[src/rtl/uart_tx_fifo_if.sv]
// ---------------------------------------------------------------------------
// uart_tx_fifo_if
//   Store-path / status bundle between the CPU core and the buffered UART
//   transmitter.
//
//   uart_we   core -> uart  write strobe (store to UART_ADDR), 1 byte/cycle
//   wr_data   core -> uart  byte to enqueue, sampled with uart_we
//   ovf_clr   core -> uart  synchronous clear of the sticky overflow flag
//   tx_full   uart -> core  FIFO holds 2**DEPTH_LOG2 entries
//   tx_empty  uart -> core  FIFO holds no entries
//   tx_busy   uart -> core  FIFO not empty or serializer not idle
//   tx_count  uart -> core  FIFO occupancy (DEPTH_LOG2+1 bits)
//   tx_ovf    uart -> core  sticky: a write was dropped on a full FIFO
//
//   master : the core side (drives the write strobe, reads status)
//   slave  : the transmitter side
// ---------------------------------------------------------------------------
interface uart_tx_fifo_if #(
  parameter int unsigned DEPTH_LOG2 = 4
);
  logic                  uart_we;
  logic [7:0]            wr_data;
  logic                  ovf_clr;
  logic                  tx_full;
  logic                  tx_empty;
  logic                  tx_busy;
  logic [DEPTH_LOG2:0]   tx_count;
  logic                  tx_ovf;

  modport master (
    output uart_we,
    output wr_data,
    output ovf_clr,
    input  tx_full,
    input  tx_empty,
    input  tx_busy,
    input  tx_count,
    input  tx_ovf
  );

  modport slave (
    input  uart_we,
    input  wr_data,
    input  ovf_clr,
    output tx_full,
    output tx_empty,
    output tx_busy,
    output tx_count,
    output tx_ovf
  );
endinterface

[src/rtl/uart_tx_fifo.sv]
// ---------------------------------------------------------------------------
// uart_tx_fifo
//   Buffered 8N1 UART transmitter fed by the EX-stage store path. Bytes are
//   queued in a 2**DEPTH_LOG2 entry FIFO and serialized LSB first onto
//   uart_tx. A write to a full FIFO is dropped (unless the serializer pops in
//   the same cycle) and latches the sticky tx_ovf flag.
//
//   Parameters
//     CLK_HZ      system clock frequency in Hz
//     BAUD        line rate; CLKS_PER_BIT = CLK_HZ/BAUD (must be >= 2)
//     DEPTH_LOG2  log2 of the FIFO depth (>= 1)
//
//   Ports
//     clk      system clock, rising edge
//     rst_n    asynchronous active-low reset; abandons any frame in flight
//     bus      uart_tx_fifo_if.slave: write strobe/data, ovf_clr, status
//     uart_tx  serial line, idle high, driven from a flop
// ---------------------------------------------------------------------------
module uart_tx_fifo #(
  parameter int unsigned CLK_HZ     = 50000000,
  parameter int unsigned BAUD       = 115200,
  parameter int unsigned DEPTH_LOG2 = 4
) (
  input  logic           clk,
  input  logic           rst_n,
  uart_tx_fifo_if.slave  bus,
  output logic           uart_tx
);

  localparam int unsigned CLKS_PER_BIT = CLK_HZ / BAUD;
  localparam int unsigned CNT_W        = (CLKS_PER_BIT > 2) ? $clog2(CLKS_PER_BIT) : 1;
  localparam int unsigned DEPTH        = 1 << DEPTH_LOG2;
  localparam logic [CNT_W-1:0] CNT_LAST = CNT_W'(CLKS_PER_BIT - 1);

  typedef enum logic [1:0] {
    S_IDLE,
    S_START,
    S_DATA,
    S_STOP
  } state_t;

  // -------------------------------------------------------------------------
  // FIFO storage and pointers (one extra MSB to tell full from empty)
  // -------------------------------------------------------------------------
  logic [7:0]          mem [DEPTH];
  logic [DEPTH_LOG2:0] wr_ptr;
  logic [DEPTH_LOG2:0] rd_ptr;
  logic                fifo_full;
  logic                fifo_empty;
  logic                pop;
  logic                push_ok;
  logic                ovf_set;
  logic                ovf_q;

  // -------------------------------------------------------------------------
  // Serializer state
  // -------------------------------------------------------------------------
  state_t              state_q;
  state_t              state_d;
  logic [CNT_W-1:0]    baud_cnt;
  logic                bit_end;
  logic [2:0]          bit_idx_q;
  logic [2:0]          bit_idx_d;
  logic [7:0]          shift_q;
  logic                tx_d;

  assign fifo_empty = (wr_ptr == rd_ptr);
  assign fifo_full  = (wr_ptr[DEPTH_LOG2] != rd_ptr[DEPTH_LOG2]) &&
                      (wr_ptr[DEPTH_LOG2-1:0] == rd_ptr[DEPTH_LOG2-1:0]);

  // Pop is only taken from IDLE; the byte pushed this cycle is not visible
  // until the next one, so there is no write-to-read bypass.
  assign pop     = (state_q == S_IDLE) && !fifo_empty;
  // A same-cycle pop frees the head slot, so a push into a full FIFO is
  // still accepted; the write lands on the slot being read at this edge.
  assign push_ok = bus.uart_we && (!fifo_full || pop);
  assign ovf_set = bus.uart_we && fifo_full && !pop;

  assign bit_end = (baud_cnt == CNT_LAST);

  // -------------------------------------------------------------------------
  // FIFO pointers
  // -------------------------------------------------------------------------
  always_ff @(posedge clk or negedge rst_n) begin
    if (!rst_n) begin
      wr_ptr <= '0;
      rd_ptr <= '0;
    end else begin
      if (push_ok) begin
        wr_ptr <= wr_ptr + 1'b1;
      end
      if (pop) begin
        rd_ptr <= rd_ptr + 1'b1;
      end
    end
  end

  // Storage array carries no reset; contents are only observed behind rd_ptr.
  always_ff @(posedge clk) begin
    if (push_ok) begin
      mem[wr_ptr[DEPTH_LOG2-1:0]] <= bus.wr_data;
    end
  end

  // -------------------------------------------------------------------------
  // Sticky overflow flag: a dropped write beats a same-cycle clear
  // -------------------------------------------------------------------------
  always_ff @(posedge clk or negedge rst_n) begin
    if (!rst_n) begin
      ovf_q <= 1'b0;
    end else if (ovf_set) begin
      ovf_q <= 1'b1;
    end else if (bus.ovf_clr) begin
      ovf_q <= 1'b0;
    end
  end

  // -------------------------------------------------------------------------
  // FSM: state register
  // -------------------------------------------------------------------------
  always_ff @(posedge clk or negedge rst_n) begin
    if (!rst_n) begin
      state_q <= S_IDLE;
    end else begin
      state_q <= state_d;
    end
  end

  // -------------------------------------------------------------------------
  // FSM: next state
  // -------------------------------------------------------------------------
  always_comb begin
    state_d = state_q;
    unique case (state_q)
      S_IDLE: begin
        if (!fifo_empty) begin
          state_d = S_START;
        end
      end
      S_START: begin
        if (bit_end) begin
          state_d = S_DATA;
        end
      end
      S_DATA: begin
        if (bit_end && (bit_idx_q == 3'd7)) begin
          state_d = S_STOP;
        end
      end
      S_STOP: begin
        if (bit_end) begin
          state_d = S_IDLE;
        end
      end
      default: state_d = S_IDLE;
    endcase
  end

  // -------------------------------------------------------------------------
  // FSM: outputs
  // uart_tx is a flop, so the line level is decoded from the state being
  // entered rather than the current one; this keeps the start bit aligned
  // with the pop edge while still presenting a glitch-free register output.
  // -------------------------------------------------------------------------
  always_comb begin
    bit_idx_d = bit_idx_q;
    if (state_q == S_START) begin
      bit_idx_d = '0;
    end else if ((state_q == S_DATA) && bit_end) begin
      bit_idx_d = bit_idx_q + 3'd1;
    end
  end

  always_comb begin
    tx_d = 1'b1;
    unique case (state_d)
      S_START: tx_d = 1'b0;
      S_DATA:  tx_d = shift_q[bit_idx_d];
      default: tx_d = 1'b1;
    endcase
  end

  // -------------------------------------------------------------------------
  // Datapath: baud counter, bit index, shift register, line flop
  // -------------------------------------------------------------------------
  always_ff @(posedge clk or negedge rst_n) begin
    if (!rst_n) begin
      baud_cnt  <= '0;
      bit_idx_q <= '0;
      shift_q   <= '0;
      uart_tx   <= 1'b1;
    end else begin
      if ((state_q == S_IDLE) || bit_end) begin
        baud_cnt <= '0;
      end else begin
        baud_cnt <= baud_cnt + 1'b1;
      end
      bit_idx_q <= bit_idx_d;
      if (pop) begin
        shift_q <= mem[rd_ptr[DEPTH_LOG2-1:0]];
      end
      uart_tx <= tx_d;
    end
  end

  // -------------------------------------------------------------------------
  // Status
  // -------------------------------------------------------------------------
  assign bus.tx_full  = fifo_full;
  assign bus.tx_empty = fifo_empty;
  assign bus.tx_count = wr_ptr - rd_ptr;
  assign bus.tx_busy  = (state_q != S_IDLE) || !fifo_empty;
  assign bus.tx_ovf   = ovf_q;

endmodule

[src/flat_wrapper.sv]
// flat-port wrapper written by rule: the top's interface ports become plain ports
module uart_tx_fifo_flat 
#(
  parameter int unsigned CLK_HZ     = 50000000,
  parameter int unsigned BAUD       = 115200,
  parameter int unsigned DEPTH_LOG2 = 4
)
  (clk, rst_n, uart_tx, bus_uart_we, bus_wr_data, bus_ovf_clr, bus_tx_full, bus_tx_empty, bus_tx_busy, bus_tx_count, bus_tx_ovf);
  uart_tx_fifo_if #(.DEPTH_LOG2(DEPTH_LOG2)) bus_i ();
  input  logic clk;
  input  logic rst_n;
  output logic uart_tx;
  input wire logic [$bits(bus_i.uart_we)-1:0] bus_uart_we;
  input wire logic [$bits(bus_i.wr_data)-1:0] bus_wr_data;
  input wire logic [$bits(bus_i.ovf_clr)-1:0] bus_ovf_clr;
  output wire logic [$bits(bus_i.tx_full)-1:0] bus_tx_full;
  output wire logic [$bits(bus_i.tx_empty)-1:0] bus_tx_empty;
  output wire logic [$bits(bus_i.tx_busy)-1:0] bus_tx_busy;
  output wire logic [$bits(bus_i.tx_count)-1:0] bus_tx_count;
  output wire logic [$bits(bus_i.tx_ovf)-1:0] bus_tx_ovf;
  assign bus_i.uart_we = bus_uart_we;
  assign bus_i.wr_data = bus_wr_data;
  assign bus_i.ovf_clr = bus_ovf_clr;
  assign bus_tx_full = bus_i.tx_full;
  assign bus_tx_empty = bus_i.tx_empty;
  assign bus_tx_busy = bus_i.tx_busy;
  assign bus_tx_count = bus_i.tx_count;
  assign bus_tx_ovf = bus_i.tx_ovf;
  uart_tx_fifo #(.CLK_HZ(CLK_HZ), .BAUD(BAUD), .DEPTH_LOG2(DEPTH_LOG2)) u_core (.clk(clk), .rst_n(rst_n), .bus(bus_i), .uart_tx(uart_tx));
endmodule
[config.mk]
export PLATFORM = sky130hd
export DESIGN_NAME = uart_tx_fifo_flat
export DESIGN_NICKNAME = d
export VERILOG_FILES = /design/src/rtl/uart_tx_fifo_if.sv /design/src/rtl/uart_tx_fifo.sv /design/src/flat_wrapper.sv
export SDC_FILE = /design/constraint.sdc
export NUM_CORES = 1
export LEC_CHECK = 0
export ABC_AREA = 1
export BUFFER_PORTS_ARGS = -buffer_cell sky130_fd_sc_hd__buf_2
export CAP_MARGIN = 10
export CORE_MARGIN = 2
export CORE_UTILIZATION = 62
export CTS_BUF_LIST = sky130_fd_sc_hd__clkbuf_4 sky130_fd_sc_hd__clkbuf_8 sky130_fd_sc_hd__clkbuf_16
export CTS_CLUSTER_SIZE = 40
export DETAILED_ROUTE_END_ITERATION = 10
export PLACE_DENSITY = 0.8
export SLEW_MARGIN = 20
export SYNTH_ARGS = -nofsm -noshare
export SYNTH_HDL_FRONTEND = slang
export SYNTH_SLANG_ARGS = --single-unit
[constraint.sdc]
create_clock -name clk -period 3.3 [get_ports clk]
set_input_delay 0.33 -clock clk [delete_from_list [all_inputs] [get_ports clk]]
set_output_delay 0.33 -clock clk [all_outputs]
set_load 0.01 [all_outputs]
==> results.py <==
metrics = {
    "clock_tree": {
        "clkSlewWorstSetupHoldPaths_ns": 0.07,
        "cts-buffers-inserted": 17,
        "cts.sinks": 162,
        "cts_max_level": 4,
        "ctsHoldBuffers": 2,
        "post_cts_buffers": 0,
        "cts_tree": "done",
        "cts-root-buf": "clkbuf_8",
        "clock_latency_ns": 0.54,
        "clockBufferDepth": 2,
        "ctsResizeCount": 0,
    },
    "sta": {
        "period_needed_ns": 3.00,
        "hold_violations": 0,
        "max_slew_margin_pct": 49.8,
        "rsz0062_at_grt": "false",
        "fmax_mhz": 333,
        "finalSetupTns_ns": 0,
        "setup_viol_count_final": 0,
        "finalCritPeriodShare_pct": 90.9,
        "hold_slack_ns": 0.140,
        "fin_skew_ns": 0.00922,
        "drv_slew": 0,
        "tightest_slew_ns": 0.753,
    },
    "critical_path": {
        "critPathSlowestCell": "nor2_1",
        "cpPeakStageDelay_ns": 0.60,
        "endpoint_kind": "flop",
        "critPathMaxFanout": 11,
        "cp-start-kind": "flop",
        "required_ns": 3.47,
        "cp_data_arrival_time_ns": 3.17,
        "path_cells": "clkinv_1 > ha_1 > nand4_1 > o21ai_2 > nand2_2 > nand2_4 > inv_2 > nand2_1 > nor2_1",
        "critical_path_class": "flop to flop",
    },
    "global_routing": {
        "gr-usage-all-layers_pct": 27.0,
        "grt-ovfl-total": 0,
        "grt_pass1_vias": 4365,
        "grt_max_degree": 67,
        "antenna_found_initial": 0,
        "grt_pass1_wl_microns": 23300,
    },
    "die": {
        "die_area_sq_mm": 0.0121,
        "row_count": 38,
        "io_pins": 22,
        "initial_utilization_pct": 63.8,
        "core_area_sq_mm": 0.0109,
        "die_width_microns": 110,
        "die_h_microns": 110,
    },
    "routing": {
        "via_per_inst": 6.06,
        "drtIter0Drc": 568,
        "drcViolationCount": 0,
        "vias": 4706,
        "drt-pass1-iter-count": 5,
        "ant_nets": 0,
        "wire_per_inst_microns": 19.6,
        "drt_wl_total_microns": 15200,
    },
    "synthesis": {
        "synth_top_area_share_pct": 55.3,
        "netlist_instances": 602,
        "synth_seq_area_share_pct": 67.5,
        "synth.yosys.warnings": 0,
        "synthesis.nets": 628,
        "ys_seq_elements": 162,
        "syn_area_per_cell_sq_um": 11.5,
        "synth_top_cell_by_area": "edfxtp_1",
        "synth.distinct_cells": 38,
        "syn_area_sq_mm": 0.00695,
        "netlist_top_cells_area": "edfxtp_1 (55%), dfrtp_1 (12%), nor2_1 (6.6%)",
    },
    "power": {
        "ir_drop_v": 0.000426,
        "pwr-share-comb_pct": 13.5,
        "leakage_nw": 2.85,
        "clock_power_share_pct": 36.9,
        "powerDensity_mw_per_mm2": 648,
        "p_int_mw": 3.69,
        "switching_share_pct": 26.4,
        "pwr-share-seq_pct": 49.6,
        "power_switching_mw": 1.32,
    },
    "job": {
        "cap_viol_max_count": 0,
    },
    "final_layout": {
        "nNetsFinal": 650,
        "final_util_pct": 71.1,
        "syn2layout_area_growth_pct": 11.3,
        "mostFrequentLayoutCell": "edfxtp_1",
        "drive_above_1_share_pct": 12.1,
        "diodes": 0,
        "layout_common_cells": "edfxtp_1 (128), nor2_1 (122), o21ai_0 (81)",
        "nFillCells": 689,
    },
    "placement": {
        "io_buffers": 21,
        "routabilityCongestion": 0.955,
        "hpwl_microns": 9790,
    },
    "outcome": {
        "status": "completed",
    },
    "min_path": {
        "min_path_type": "input port to flop",
    },
}
-- critical path, delay by kind of cell (launching register included) --
family,cells,cell delay (ns)
adders and majority gates,1,0.43
and+or+nand+nor,5,1.15
AOI/OAI and AO/OA,1,0.11
buffers and inverters,2,0.42
DFF,1,0.52
-- state kept, by name, summed over array words and instances (netlist names) --
name,count
u_core.mem,128
u_core.baud_cnt,9
u_core.shift_q,8
u_core.rd_ptr,5
u_core.wr_ptr,5
u_core.bit_idx_q,3
u_core.state_q,2
u_core.bus.tx_ovf,1
u_core.uart_tx,1
-- path summary, 6_finish.rpt --
check / start / end / slack, ns / cells past startpoint
min in group asynchronous: rst_n / u_core.bus.tx_ovf / 0.39 / 2
hold reg to reg: u_core.shift_q[2] / u_core.shift_q[2] / 0.49 / 2
setup / recovery: u_core.rd_ptr[3] / u_core.mem[9][0] / 0.30 / 9
setup reg to reg: u_core.rd_ptr[3] / u_core.mem[9][0] / 0.30 / 9
max in group asynchronous: rst_n / u_core.rd_ptr[0] / 2.38 / 2
hold / removal: bus_uart_we / u_core.bus.tx_ovf / 0.14 / 3
-- cells by family after synthesis --
kind of cell	Yosys count	synth area share, %
AO/OA/AOI/OAI	144	11.4
XOR/XNOR	12	1.62
flip-flops	162	67.5
adder cells (fa/ha/maj)	14	2.63
AND/OR/NAND/NOR	203	12.7
buffers and inverters	67	4.18
-- cells in the mapped netlist (all sizes together) --
cell,n
ha,13
o211ai,17
nor3b,2
nand2,43
clkbuf,14
dfstp,1
nor3,7
o21a,1
dfrtp,33
nor2,129
o22ai,16
nor4,1
nand3,12
nand4,4
buf,12
xnor2,2
nand3b,3
fa,1
o21ai,98
xor2,10
inv,39
clkinv,2
edfxtp,128
and3,2
a21oi,12
-- area by class of cell --
class	instances	area (sq um)	area share, %
multi-input combinational	373	1970	25.4
clock inverter	13	138	1.78
timing repair buffer	29	183	2.36
tap	140	175	2.26
inverter	41	156	2.02
clock buffer	18	422	5.45
sequential	162	4700	60.7
-- metal layers --
| metal | global-route usage (%) | wire [microns] | up-vias |
|---|---|---|---|
| met5 | 0 | 0 | - |
| met4 | 12.2 | 482 | 0 |
| li1 | - | - | 2162 |
| met3 | 5.81 | 1260 | 39 |
| met1 | 36.6 | 6030 | 2240 |
| met2 | 42.1 | 7450 | 265 |
-- metrics by stage --
stage,power (mW),setup slack [ns],cells,instance area [sq um]
after detailed placement,3.19,0.396,743,7160
final,5.02,0.301,776,7740
after global routing,5.19,0.170,776,7740
after global placement,3.16,0.634,743,7160
after floorplan,2.91,0.876,602,6950
after CTS,5.02,0.389,776,7740
-- power groups by stage --
stage               Combinational [mW]  Sequential (mW)  Clock (mW)
finish                           0.675             2.49        1.85
CTS                              0.674             2.49        1.86
floorplan                        0.411             2.50           0
global placement                 0.640             2.52           0
detailed placement               0.665             2.52           0
global route                     0.734             2.50        1.95
(Power assumes the default switching activity.)
